## src/rtl/vend_pkg.sv

```systemverilog
// Shared encodings and helpers for the vending money/payout datapath.
package vend_pkg;

    localparam int AMT_W = 5;

    localparam logic [1:0] COIN_NONE = 2'b00;
    localparam logic [1:0] COIN_BAD  = 2'b01;
    localparam logic [1:0] COIN_5    = 2'b10;
    localparam logic [1:0] COIN_10   = 2'b11;

    localparam logic [1:0] PROD_NONE = 2'b00;
    localparam logic [1:0] PROD_A    = 2'b01;
    localparam logic [1:0] PROD_B    = 2'b10;
    localparam logic [1:0] PROD_C    = 2'b11;

    typedef enum logic [1:0] {
        PAY_IDLE = 2'd0,
        PAY_LOAD = 2'd1,
        PAY_COIN = 2'd2,
        PAY_DONE = 2'd3
    } pay_state_t;

    function automatic logic [AMT_W-1:0] coin_value(input logic [1:0] coin);
        case (coin)
            COIN_5:  coin_value = AMT_W'(5);
            COIN_10: coin_value = AMT_W'(10);
            default: coin_value = '0;
        endcase
    endfunction

    function automatic logic [AMT_W-1:0] price_lookup(input logic [1:0] prod,
                                                      input logic [AMT_W-1:0] pa,
                                                      input logic [AMT_W-1:0] pb,
                                                      input logic [AMT_W-1:0] pc);
        case (prod)
            PROD_A:    price_lookup = pa;
            PROD_B:    price_lookup = pb;
            PROD_C:    price_lookup = pc;
            PROD_NONE: price_lookup = '0;
            default:   price_lookup = '0;
        endcase
    endfunction

endpackage

```

## src/rtl/vend_change_dispenser.sv

```systemverilog
// Change payout FSM: nets the sale off the credit, then pays it out one coin
// at a time over a valid/ready handshake with a per-coin hopper timeout.
//
//   state    | meaning
//   PAY_IDLE | no payout; accumulator owned by the top level
//   PAY_LOAD | subtract sold price (clamped at 0), clear sold
//   PAY_COIN | present coins to hopper until remainder is 0 or timeout
//   PAY_DONE | one-cycle completion pulse, credit cleared
module vend_change_dispenser
    import vend_pkg::*;
#(
    parameter int HOPPER_TIMEOUT = 100
) (
    input  logic             clk,
    input  logic             reset_n,
    input  logic             calculate_change,
    input  logic             coin_out_ready,
    input  logic [AMT_W-1:0] amount,
    input  logic             sold,
    input  logic [AMT_W-1:0] sold_price,
    output logic             pay_idle,
    output logic             amt_wr,
    output logic [AMT_W-1:0] amt_wdata,
    output logic             sold_clr,
    output logic             coin_out_valid,
    output logic             coin_out_type,
    output logic             change_busy,
    output logic             change_done,
    output logic             hopper_fault
);

    localparam int TW = (HOPPER_TIMEOUT > 1) ? $clog2(HOPPER_TIMEOUT) : 1;
    localparam logic [TW-1:0] TIMER_LOAD = TW'(HOPPER_TIMEOUT - 1);

    pay_state_t       state_q, state_d;
    logic             valid_q, type_q, fault_q;
    logic [TW-1:0]    timer_q;
    logic [AMT_W-1:0] coin_val, remain, net;
    logic             accept, timeout;

    assign coin_val = type_q ? AMT_W'(10) : AMT_W'(5);
    assign remain   = amount - coin_val;
    assign net      = sold ? ((amount >= sold_price) ? amount - sold_price : '0) : amount;
    assign accept   = (state_q == PAY_COIN) && valid_q && coin_out_ready;
    assign timeout  = (state_q == PAY_COIN) && valid_q && !coin_out_ready && (timer_q == '0);

    always_comb begin
        state_d   = state_q;
        amt_wr    = 1'b0;
        amt_wdata = amount;
        sold_clr  = 1'b0;
        case (state_q)
            PAY_IDLE: if (calculate_change) state_d = PAY_LOAD;
            PAY_LOAD: begin
                amt_wr    = 1'b1;
                amt_wdata = net;
                sold_clr  = 1'b1;
                state_d   = (net != '0) ? PAY_COIN : PAY_DONE;
            end
            PAY_COIN: begin
                if (accept) begin
                    amt_wr    = 1'b1;
                    amt_wdata = remain;
                    if (remain == '0) state_d = PAY_DONE;
                end else if (timeout) begin
                    state_d = PAY_IDLE;
                end
            end
            PAY_DONE: begin
                amt_wr    = 1'b1;
                amt_wdata = '0;
                state_d   = PAY_IDLE;
            end
            default: state_d = PAY_IDLE;
        endcase
    end

    always_ff @(posedge clk or negedge reset_n) begin
        if (!reset_n) state_q <= PAY_IDLE;
        else          state_q <= state_d;
    end

    // First PAY_COIN cycle registers the coin; valid rises the cycle after.
    always_ff @(posedge clk or negedge reset_n) begin
        if (!reset_n) begin
            valid_q <= 1'b0;
            type_q  <= 1'b0;
            fault_q <= 1'b0;
            timer_q <= '0;
        end else if (state_q == PAY_COIN) begin
            if (!valid_q) begin
                valid_q <= 1'b1;
                type_q  <= (amount >= AMT_W'(10));
                timer_q <= TIMER_LOAD;
            end else if (coin_out_ready) begin
                timer_q <= TIMER_LOAD;
                if (remain == '0) valid_q <= 1'b0;
                else              type_q  <= (remain >= AMT_W'(10));
            end else if (timer_q == '0) begin
                valid_q <= 1'b0;
                fault_q <= 1'b1;
            end else begin
                timer_q <= timer_q - 1'b1;
            end
        end
    end

    assign pay_idle       = (state_q == PAY_IDLE);
    assign change_busy    = (state_q != PAY_IDLE);
    assign change_done    = (state_q == PAY_DONE);
    assign coin_out_valid = valid_q;
    assign coin_out_type  = valid_q & type_q;
    assign hopper_fault   = fault_q;

endmodule

```

## src/rtl/vend_money_unit.sv

```systemverilog
// Vending money unit: coin accumulator, price lookup and sale tracking, with
// change payout delegated to vend_change_dispenser.
module vend_money_unit
    import vend_pkg::*;
#(
    parameter int PRICE_A        = 15,
    parameter int PRICE_B        = 20,
    parameter int PRICE_C        = 25,
    parameter int HOPPER_TIMEOUT = 100
) (
    input  logic             clk,
    input  logic             reset_n,
    input  logic [1:0]       coin_in,
    input  logic [1:0]       product_sel,
    input  logic             dispense_command,
    input  logic [1:0]       product_out,
    input  logic             calculate_change,
    input  logic             reset_money,
    input  logic             coin_out_ready,
    output logic [AMT_W-1:0] current_amount,
    output logic [AMT_W-1:0] selected_price,
    output logic             valid_transaction,
    output logic             coin_reject,
    output logic             coin_out_valid,
    output logic             coin_out_type,
    output logic             change_busy,
    output logic             change_done,
    output logic             hopper_fault
);

    localparam logic [AMT_W-1:0] PA = AMT_W'(PRICE_A);
    localparam logic [AMT_W-1:0] PB = AMT_W'(PRICE_B);
    localparam logic [AMT_W-1:0] PC = AMT_W'(PRICE_C);

    logic             pay_idle, amt_wr, sold_clr, sold;
    logic [AMT_W-1:0] amt_wdata, sold_price;
    logic [AMT_W:0]   sum_amount;
    logic             coin_ok, accept_coin, reject_now;

    assign sum_amount  = {1'b0, current_amount} + {1'b0, coin_value(coin_in)};
    assign coin_ok     = (coin_in == COIN_5) || (coin_in == COIN_10);
    assign accept_coin = coin_ok && pay_idle && !reset_money && !sum_amount[AMT_W];
    assign reject_now  = (coin_in != COIN_NONE) && !accept_coin;

    // While a payout runs the dispenser owns the accumulator.
    always_ff @(posedge clk or negedge reset_n) begin
        if (!reset_n) begin
            current_amount <= '0;
            selected_price <= '0;
            coin_reject    <= 1'b0;
            sold           <= 1'b0;
            sold_price     <= '0;
        end else begin
            selected_price <= price_lookup(product_sel, PA, PB, PC);
            coin_reject    <= reject_now;
            if (amt_wr)                        current_amount <= amt_wdata;
            else if (pay_idle && reset_money)  current_amount <= '0;
            else if (accept_coin)              current_amount <= sum_amount[AMT_W-1:0];
            if (sold_clr) begin
                sold <= 1'b0;
            end else if (pay_idle) begin
                if (reset_money) begin
                    sold <= 1'b0;
                end else if (dispense_command) begin
                    sold       <= 1'b1;
                    sold_price <= price_lookup(product_out, PA, PB, PC);
                end
            end
        end
    end

    assign valid_transaction = (selected_price != '0) && (current_amount >= selected_price) && pay_idle;

    vend_change_dispenser #(
        .HOPPER_TIMEOUT(HOPPER_TIMEOUT)
    ) u_dispenser (
        .clk              (clk),
        .reset_n          (reset_n),
        .calculate_change (calculate_change),
        .coin_out_ready   (coin_out_ready),
        .amount           (current_amount),
        .sold             (sold),
        .sold_price       (sold_price),
        .pay_idle         (pay_idle),
        .amt_wr           (amt_wr),
        .amt_wdata        (amt_wdata),
        .sold_clr         (sold_clr),
        .coin_out_valid   (coin_out_valid),
        .coin_out_type    (coin_out_type),
        .change_busy      (change_busy),
        .change_done      (change_done),
        .hopper_fault     (hopper_fault)
    );

endmodule

```

## config.mk

```make
export PLATFORM = sky130hd
export DESIGN_NAME = vend_money_unit
export DESIGN_NICKNAME = d
export VERILOG_FILES = /design/src/rtl/vend_pkg.sv /design/src/rtl/vend_change_dispenser.sv /design/src/rtl/vend_money_unit.sv
export SDC_FILE = /design/constraint.sdc
export NUM_CORES = 1
export LEC_CHECK = 0
export ABC_AREA = 1
export CAP_MARGIN = 20
export CORE_ASPECT_RATIO = 0.75
export CORE_MARGIN = 4
export CORE_UTILIZATION = 44
export CTS_CLUSTER_DIAMETER = 80
export DETAILED_ROUTE_END_ITERATION = 10
export DONT_BUFFER_PORTS = 1
export SLEW_MARGIN = 20
export SYNTH_ARGS = -nofsm -noshare
export SYNTH_HDL_FRONTEND = slang
export SYNTH_SLANG_ARGS = --single-unit
```

## constraint.sdc

```tcl
create_clock -name clk -period 4 [get_ports clk]
set_input_delay 1.2 -clock clk [delete_from_list [all_inputs] [get_ports clk]]
set_output_delay 1.2 -clock clk [all_outputs]
set_load 0.02 [all_outputs]
```

==> results of run 1 <==
==> worst paths after layout <==
check | to | slack, ns | cells past startpoint
setup / recovery | valid_transaction | 0.62 | 6
hold / removal | u_dispenser.timer_q[6]$_DFFE_PN0P_ | 0.51 | 2
setup reg to reg | u_dispenser.state_q[0]$_DFFE_PN0P_ | 1.56 | 12
hold reg to reg | u_dispenser.timer_q[6]$_DFFE_PN0P_ | 0.51 | 2
max in group asynchronous | u_dispenser.hopper_fault$_DFFE_PN0P_ | 3.31 | 0
min in group asynchronous | sold_price[3]$_DFFE_PN0P_ | 0.60 | 0
==> routing by layer <==
| layer | track usage | vias up | share of wire | wire [um] |
|---|---|---|---|---|
| li1 | - | 985 | - | - |
| met1 | 0.248 | 826 | 0.54 | 2650 |
| met2 | 0.247 | 39 | 0.40 | 1980 |
| met3 | 0.0334 | 4 | 0.056 | 277 |
| met4 | 0.0204 | 0 | 0.0057 | 28 |
| met5 | 0 | - | 0 | 0 |
==> cell type report <==
class                      instances  share of cell area
multi-input combinational        224               0.575
sequential                        27               0.286
inverter                          53              0.0851
tap                               60              0.0317
clock buffer                       4              0.0190
timing repair buffer               1             0.00317
==> cell usage in the layout (no fill, tap or decap), drive strengths merged, types with 4 or more instances in the layout <==
master / instances
nand2: 70
or2: 4
nor2: 30
clkbuf: 4
dfrtp: 27
nor3: 5
o21ai: 23
ha: 29
inv: 53
nand3: 21
a21oi: 21
==> worst min-delay path, delay by kind of cell, from the launching register on <==
family | cells | cell delay, ns
flip-flops | 1 | 0.35
AO/OA/AOI/OAI | 1 | 0.08
AND/OR/NAND/NOR | 1 | 0.05
==> power groups by stage <==
stage	Combinational (W)	Sequential [W]	Clock, W
6_report	0.00136	0.000528	0.000158
5_1_grt	0.00158	0.000545	0.000174
4_1_cts	0.00136	0.000530	0.000163
3_5_place_dp	0.00136	0.000535	0
3_3_place_gp	0.00136	0.000533	0
2_1_floorplan	0.00109	0.000506	0
==> flip-flops by register name, summed over array words and instances (netlist names), 2 cells and up <==
name and count:
u_dispenser.state_q 2, sold_price 4, u_dispenser.timer_q 7, current_amount 5
selected_price 4
==> stage by stage <==
step                      instance area, um2  utilization  total power, W  hold WS, ns  setup slack, ns
final                                   2370        0.480         0.00205        0.506            0.616
after detailed placement                2320        0.471         0.00189        0.487            0.909
after global routing                    2370        0.480         0.00230        0.534            0.455
after CTS                               2370        0.480         0.00206        0.508            0.590
after global placement                  2320        0.471         0.00190        0.477            0.958
after floorplan                         2250            -         0.00160        0.453             1.07
==> logic make-up after synthesis <==
kind of cell             after synthesis
AND/OR/NAND/NOR                      137
XOR/XNOR                               5
flip-flops                            27
buffers and inverters                 54
AO/OA/AOI/OAI                         50
adder cells (fa/ha/maj)               32
==> metrics, run 1 <==
io pins 29; Synth cell types 29; Post-Syn Nets approximately 350; largest family of logic cells by synthesized area simple AND/OR/NAND/NOR gates; IO Port Bufs 0; Post-Synthesis Cells ~300; vias in the first global route 1759; actual slew at the worst max-slew pin between 0.6 and 0.7 ns; Die Span Y around 70 um; Synth Area in Compound Gates 0.133; nets around 350; cell taking the most area after synthesis dfrtp_1; Sw Share 0.540; Post-Synth XOR/XNOR Area 0.0195; max incr delay on CP between 0.6 and 0.7 ns; CP max stage cell dfrtp_1; Setup Skew slightly below 0.008 ns; top cells by area, synth dfrtp_1 (30%), ha_1 (16%), nand2_1 (11%); CTS tree done; Initial Util 0.456; initial antenna violation count 0; CTS clk-pin slew, worst paths about 0.1 ns; critical path, cell by cell ha_1, a21oi_1, o21bai_1, a21o_1, a21oi_1, nor3_1; Multi-input gate area about 1400 um2; number of H-tree levels 1; status complete, no violations; PwrDens ~870 nW/um2; CTS max path bufs 2; share of the synthesized area in the top cell type 0.301; die area approximately 6300 um2; CP Data Arrival Time 2.18 ns; drt first-iter violations 98; sequential element share of the synthesized area 0.301; worst-skew pair later-pin latency between 0.2 and 0.3 ns; Placed Cells ~370; Crit Path Category flip-flop to output pin; drt total wl between 4000 and 5000 um; VDD IR-drop max between 0.3 and 0.4 mV; Cell Area, Synth 2250 um2; kind of cell adding the most delay to the critical path flip-flops; Crit. End Element output pin; register share of total power 0.258; Worst R2R Start current_amount[0]$_DFFE_PN0P_; core area around 5000 um2; critical path startpoint category flip-flop; worst min path class flip-flop to flip-flop; routed via count around 1900; total track usage 0.164; Period minus WS final between 3 and 4 ns; Yosys reg bits 27; n_diodes 0; hold_sp u_dispenser.timer_q[6]$_DFFE_PN0P_; critical path data required time approximately 2.8 ns; Post-CTS Repair Setup Buffers 0; f_max ~300 MHz; clk sinks 27; Comb power frac 0.665; final-report hold violation count 0; post_cts resized 0; post-synthesis mux area share 0; share of layout cells above drive strength 1 0.0647; leakage around 1.2 nW; filler instances slightly below 500; synth warn 0; Final Setup Violations 0; Vias/cell approximately 5; area growth from synthesis to layout 5.35%; Post-synth EDFFs 0; crit-path max FO 11; largest net degree at the start of global routing 28; hold_buf cts 0; critical path startpoint current_amount[1]$_DFFE_PN0P_; Top cell by count, worst path a21oi_1; # DRC 0; routed len/inst approximately 13 um; Tcrit/Tclk final 0.846; fin. max-slew vios 0; register area between 600 and 700 um2; Non-Filler Instances 369; first-pass GRT wire length approximately 8500 um; Initial DRT Pass Iterations 4; TNS Setup 0 ns; Core Rows 22; count leader, synth nand2_1; commonest cells in the netlist nand2_1 (66), inv_1 (50), ha_1 (29), nor2_1 (29), dfrtp_1 (27); GP Congestion 0.887; relative slew slack 0.567; clock power share 0.077; total gr overflow 0; Die Width about 90 um; P_sw around 0.0011 W; Post-Synth Simple-Gate Area 0.266; Synth Area in Adders 0.188; max cap viols 0; Int Pwr 0.000943 W; RSZ-0062 raised after global routing false; post-route ant nets 0; post-detail-place hpwl 3920 um; root buf cell clkbuf_8; Post-synth top flop dfrtp_1; worst path bufs/invs 0; number of CTS-inserted buffers 3; Async SR Flop Fraction 1.00; Post-Syn Area per Cell approximately 7.4 um2
Note: power is estimated with default switching activity, not from simulation.
==> run 2: changes to the inputs <==
==> constraint.sdc (replaced) <==
create_clock -name clk -period 3.3 [get_ports clk]
set_input_delay 0.99 -clock clk [delete_from_list [all_inputs] [get_ports clk]]
set_output_delay 0.99 -clock clk [all_outputs]
set_load 0.02 [all_outputs]
==> metrics, run 2 (synthesized netlist as in run 1, its figures left out) <==
max FFs per register 7 (unchanged); crit-path max FO 5 (-6); actual slew at the worst max-slew pin 0.516 ns (-0.134 ns); share of layout cells above drive strength 1 0.0799 (+0.0151); Initial Util 0.456 (unchanged); fin. max-slew vios 0 (unchanged); Final Setup Violations 0 (unchanged); total gr overflow 0 (unchanged); largest net degree at the start of global routing 28 (unchanged); worst min path class primary input to asynchronous set/reset pin; vias in the first global route 1799 (+2.3%); PwrDens 1060 nW/um2 (+23%); max cap viols 0 (unchanged); GP Congestion 0.799 (-9.9%); worst-skew pair later-pin latency 0.28 ns (about the same); Crit Path Category flip-flop to output pin; commonest non-fill, non-tap cell in the layout nand2_1; io pins 29 (unchanged); drt total wl 5070 um (+2.7%); drt first-iter violations 100 (+2.0%); CP max stage cell dfrtp_1; Crit. End Element output pin; number of H-tree levels 1 (unchanged); post-route ant nets 0 (unchanged); Die Width 90.5 um (unchanged); die area 6320 um2 (unchanged); # DRC 0 (unchanged); Core Rows 22 (unchanged); Initial DRT Pass Iterations 4 (unchanged); Period minus WS final 3.08 ns; CTS max path bufs 2 (unchanged); Post-CTS Repair Setup Buffers 0 (unchanged); RSZ-0062 raised after global routing false; relative slew slack 0.656 (+0.0892); filler instances 522 (+5.5%); clk sinks 27 (unchanged); VDD IR-drop max 0.449 mV (+25%); initial antenna violation count 0 (unchanged); final-report hold violation count 0 (unchanged); IO Port Bufs 0 (unchanged); nets 358 (+1.1%); P_sw 0.00138 W (+25%); clock power share 0.081 (+0.004); routed len/inst 13.6 um (+1.6%); TNS Setup 0 ns (unchanged); post-detail-place hpwl 4040 um (+3.1%); Hold WS 0.385 ns (-0.121 ns); Int Pwr 0.00117 W (+24%); max incr delay on CP 0.55 ns (-0.09 ns); register area 676 um2 (unchanged); hold_buf cts 0 (unchanged); Multi-input gate area 1360 um2 (unchanged); number of CTS-inserted buffers 3 (unchanged); Setup Skew 0.00370 ns (-0.00404 ns); register share of total power 0.228 (-0.030); CP Data Arrival Time 2.09 ns (-0.09 ns); area growth from synthesis to layout 6.74%; routed via count 1905 (+2.8%); f_max ~320 MHz; Largest regs u_dispenser.timer_q x7, current_amount x5; post_cts resized 0 (unchanged); critical path data required time 2.31 ns (-0.49 ns); leakage 1.27 nW (+1.8%); Vias/cell 5.11 (+1.6%); Tcrit/Tclk final 0.933; critical path, cell by cell inv_1, ha_1, inv_1, nand2_1, a21oi_1, o21bai_1, a21o_1, a21oi_1, nor3_1, buf_4; most frequent cells in the layout nand2_1 (66), inv_1 (50), nor2_1 (29), ha_1 (29), dfrtp_1 (27); CTS clk-pin slew, worst paths 0.11 ns (about the same); root buf cell clkbuf_8; reg2reg path depth 12 (unchanged); Die Span Y 69.9 um (unchanged); critical path startpoint category flip-flop; Comb power frac 0.691 (+0.026); status complete, no violations; first-pass GRT wire length 8900 um (+4.5%); CTS tree done; core area 4930 um2 (unchanged); Sw Share 0.541 (+0.00166); total track usage 0.171 (+0.00698); most flop-heavy register u_dispenser.timer_q; n_diodes 0 (unchanged)
run 2: changes by cell type in the layout (fill, tap and decap cells not counted):
cell	change
clkbuf_1	-1
clkinv_2	+1
buf_4	+4
run 2: layer usage:
layer  part of all wire  global-route usage
met4             0.0043              0.0221
met1               0.54               0.256
met3              0.062              0.0398
met2               0.39               0.256
met5                  0                   0
run 2: power groups by stage:
stage / registers, W / clock network, W / logic [W]
floorplan: 0.000614 / 0 / 0.00132
global route: 0.000599 / 0.000219 / 0.00203
global placement: 0.000586 / 0 / 0.00174
detailed placement: 0.000590 / 0 / 0.00175
finish: 0.000581 / 0.000206 / 0.00176
CTS: 0.000583 / 0.000212 / 0.00176
run 2: metrics by stage:
step / setup WS, ns / std cells / power, W / instance area [um2] / utilization
after detailed placement: 0.540 / 369 / 0.00234 / 2350 / 0.477
after global routing: 0.0587 / 373 / 0.00285 / 2400 / 0.487
final: 0.222 / 373 / 0.00255 / 2400 / 0.487
after CTS: 0.200 / 373 / 0.00256 / 2400 / 0.487
after global placement: 0.596 / 369 / 0.00232 / 2350 / 0.477
after floorplan: 0.581 / 305 / 0.00194 / 2250 / -
run 2: final timing paths:
| kind | start | slack [ns] | end |
|---|---|---|---|
| setup / recovery | current_amount[0]$_DFFE_PN0P_ | 0.22 | valid_transaction |
| hold / removal | reset_n | 0.38 | sold_price[1]$_DFFE_PN0P_ |
| setup reg to reg | current_amount[0]$_DFFE_PN0P_ | 0.82 | u_dispenser.state_q[0]$_DFFE_PN0P_ |
| hold reg to reg | sold_price[2]$_DFFE_PN0P_ | 0.50 | sold_price[2]$_DFFE_PN0P_ |
| max in group asynchronous | reset_n | 2.84 | current_amount[3]$_DFFE_PN0P_ |
| min in group clk | sold_price[2]$_DFFE_PN0P_ | 0.50 | sold_price[2]$_DFFE_PN0P_ |
run 2: critical path: cells and delay by family, from the launching register on:
family	cells	cell delay [ns]
flops	1	0.55
compound gates	4	0.48
buf+inv	3	0.37
fa+ha+maj	1	0.31
simple gates	2	0.10
run 2: layout make-up:
type	count	area share
Sequential cell	27	0.282
Clock buffer	3	0.0172
Tap cell	60	0.0313
Multi-Input combinational cell	224	0.568
Clock inverter	1	0.00209
Timing Repair Buffer	5	0.0157
Inverter	53	0.0840
==> run 3: changes to the inputs <==
--- a/config.mk
+++ b/config.mk
@@ -7,12 +7,14 @@
 export LEC_CHECK = 0
 export ABC_AREA = 1
 export CAP_MARGIN = 20
-export CORE_ASPECT_RATIO = 0.75
+export CORE_ASPECT_RATIO = 1.4
 export CORE_MARGIN = 4
 export CORE_UTILIZATION = 44
 export CTS_CLUSTER_DIAMETER = 80
+export CTS_CLUSTER_SIZE = 16
 export DETAILED_ROUTE_END_ITERATION = 10
 export DONT_BUFFER_PORTS = 1
+export GPL_TIMING_DRIVEN = 0
 export SLEW_MARGIN = 20
 export SYNTH_ARGS = -nofsm -noshare
 export SYNTH_HDL_FRONTEND = slang
==> metrics, run 3 (synthesized netlist as in run 1, its figures left out) <==
relative slew slack 0.536 (-0.121); reg2reg path depth 12 (unchanged); leakage 1.25 nW (-1.4%); max incr delay on CP 0.81 ns (+0.26 ns); post-route ant nets 0 (unchanged); final-report hold violation count 0 (unchanged); root buf cell clkbuf_8; Tcrit/Tclk final 0.944 (+0.0117); critical path startpoint category flip-flop; vias in the first global route 1947 (+8.2%); hold_buf cts 0 (unchanged); most flop-heavy register u_dispenser.timer_q; kind of cell adding the most delay to the critical path flip-flops; core area 4880 um2 (-0.97%); TNS Setup 0 ns (unchanged); commonest non-fill, non-tap cell in the layout nand2_1; CP max stage cell dfrtp_1; nets 354 (-1.1%); drt first-iter violations 63 (-37%); n_diodes 0 (unchanged); Final Setup Violations 0 (unchanged); Non-Filler Instances 373 (unchanged); GP Congestion 0.794 (-0.63%); Core Rows 30 (+36%); area growth from synthesis to layout 5.85%; worst reg2reg endpoint u_dispenser.state_q[0]$_DFFE_PN0P_; number of CTS-inserted buffers 3 (unchanged); VDD IR-drop max 0.442 mV (-1.6%); Initial Util 0.460 (+0.00444); first-pass GRT wire length 8510 um (-4.4%); PwrDens 1050 nW/um2 (-0.96%); number of H-tree levels 1 (unchanged); critical path, cell by cell ha_1, a21oi_1, o21bai_1, a21o_1, a21oi_1, nor3_2; largest net degree at the start of global routing 28 (unchanged); # DRC 0 (unchanged); RSZ-0062 raised after global routing false; worst min path class primary input to asynchronous set/reset pin; Placed Cells 369 (unchanged); total track usage 0.172 (+0.000499); crit-path max FO 11 (+6); actual slew at the worst max-slew pin 0.697 ns (+0.181 ns); Worst R2R Start current_amount[0]$_DFFE_PN0P_; critical path data required time 2.31 ns (about the same); die area 6330 um2 (about the same); worst-skew pair later-pin latency 0.28 ns (about the same); Period minus WS final 3.12 ns (+0.0385 ns); max cap viols 0 (unchanged); f_max 321 MHz (-1.2%); Crit. End Element output pin; IO Port Bufs 0 (unchanged); routed via count 1915 (+0.52%); Vias/cell 5.13 (+0.52%); fin. max-slew vios 0 (unchanged); CTS clk-pin slew, worst paths 0.10 ns (about the same); worst path bufs/invs 0 (-3); io pins 29 (unchanged); clk sinks 27 (unchanged); Crit Path Category flip-flop to output pin; routed len/inst 13.3 um (-2.1%); CTS tree done; total gr overflow 0 (unchanged); Die Width 68.4 um (-24%); post-detail-place hpwl 3940 um (-2.7%); DP Worst Slack 0.327 ns (-0.213 ns); CP Data Arrival Time 2.13 ns (+0.04 ns); Die Span Y 92.5 um (+32%); CTS max path bufs 2 (unchanged); drt total wl 4970 um (-2.1%); Initial DRT Pass Iterations 4 (unchanged); Setup Skew 0.00602 ns (+0.00232 ns); fin util 0.487 (+0.000638); share of layout cells above drive strength 1 0.0712 (-0.00867); Top cell by count, worst path a21oi_1; most frequent cells in the layout nand2_1 (66), inv_1 (50), nor2_1 (29), ha_1 (29), dfrtp_1 (27); setup ws final 0.184 ns (-0.0385 ns); initial antenna violation count 0 (unchanged); Post-CTS Repair Setup Buffers 0 (unchanged); max FFs per register 7 (unchanged); status complete, no violations; r2r setup slk 0.83 ns (about the same); Largest regs u_dispenser.timer_q x7, current_amount x5
-- run 3: changes by cell type in the layout (fill, tap and decap cells not counted), sizes merged --
cell	delta
buf	-4
-- run 3: worst max-delay path by stage --
stage,depth (start not counted),end,start,slack (ns)
floorplan,9,valid_transaction,current_amount[0]$_DFFE_PN0P_,0.58
global placement,9,valid_transaction,current_amount[0]$_DFFE_PN0P_,0.37
detailed placement,9,valid_transaction,current_amount[0]$_DFFE_PN0P_,0.33
CTS,9,valid_transaction,current_amount[0]$_DFFE_PN0P_,0.002
global route,6,valid_transaction,current_amount[1]$_DFFE_PN0P_,0.02
finish,6,valid_transaction,current_amount[1]$_DFFE_PN0P_,0.18
-- run 3: what timing repair did --
action                                  CTS  global route
endpoints found under the hold margin     0             0
endpoints found under the setup margin    0             1
resized for setup                         0             1
-- run 3: final cells by class --
type | count | area (um2)
plain buffers | 1 | 7.51
clock buffers | 3 | 41.3
fillers | 508 | 2500
well taps | 64 | 80.1
clock inverters | 1 | 5.00
multi-input cells | 224 | 1370
inverters | 53 | 201
flip-flops and latches | 27 | 676
-- run 3: metal layers --
layer	GRT usage	part of all wire	wire, um	up-vias
met4	0.0448	0.015	74	0
met2	0.307	0.53	2610	39
li1	-	-	-	994
met3	0.0413	0.054	267	8
met1	0.196	0.40	2010	874
met5	0	0	0	-
-- run 3: per-stage QoR --
step / total power [W] / area (um2) / hold WS [ns]
final: 0.00250 / 2380 / 0.387
after global routing: 0.00283 / 2380 / 0.369
after CTS: 0.00252 / 2370 / 0.381
after detailed placement: 0.00230 / 2330 / 0.480
after global placement: 0.00228 / 2330 / 0.470
after floorplan: 0.00194 / 2250 / 0.453
-- run 3: report_power, final --
part / internal, W / switching, W
sequential: 0.000443 / 0.000220
combinational: 0.000612 / 0.00103
clock: 0.0000850 / 0.000114
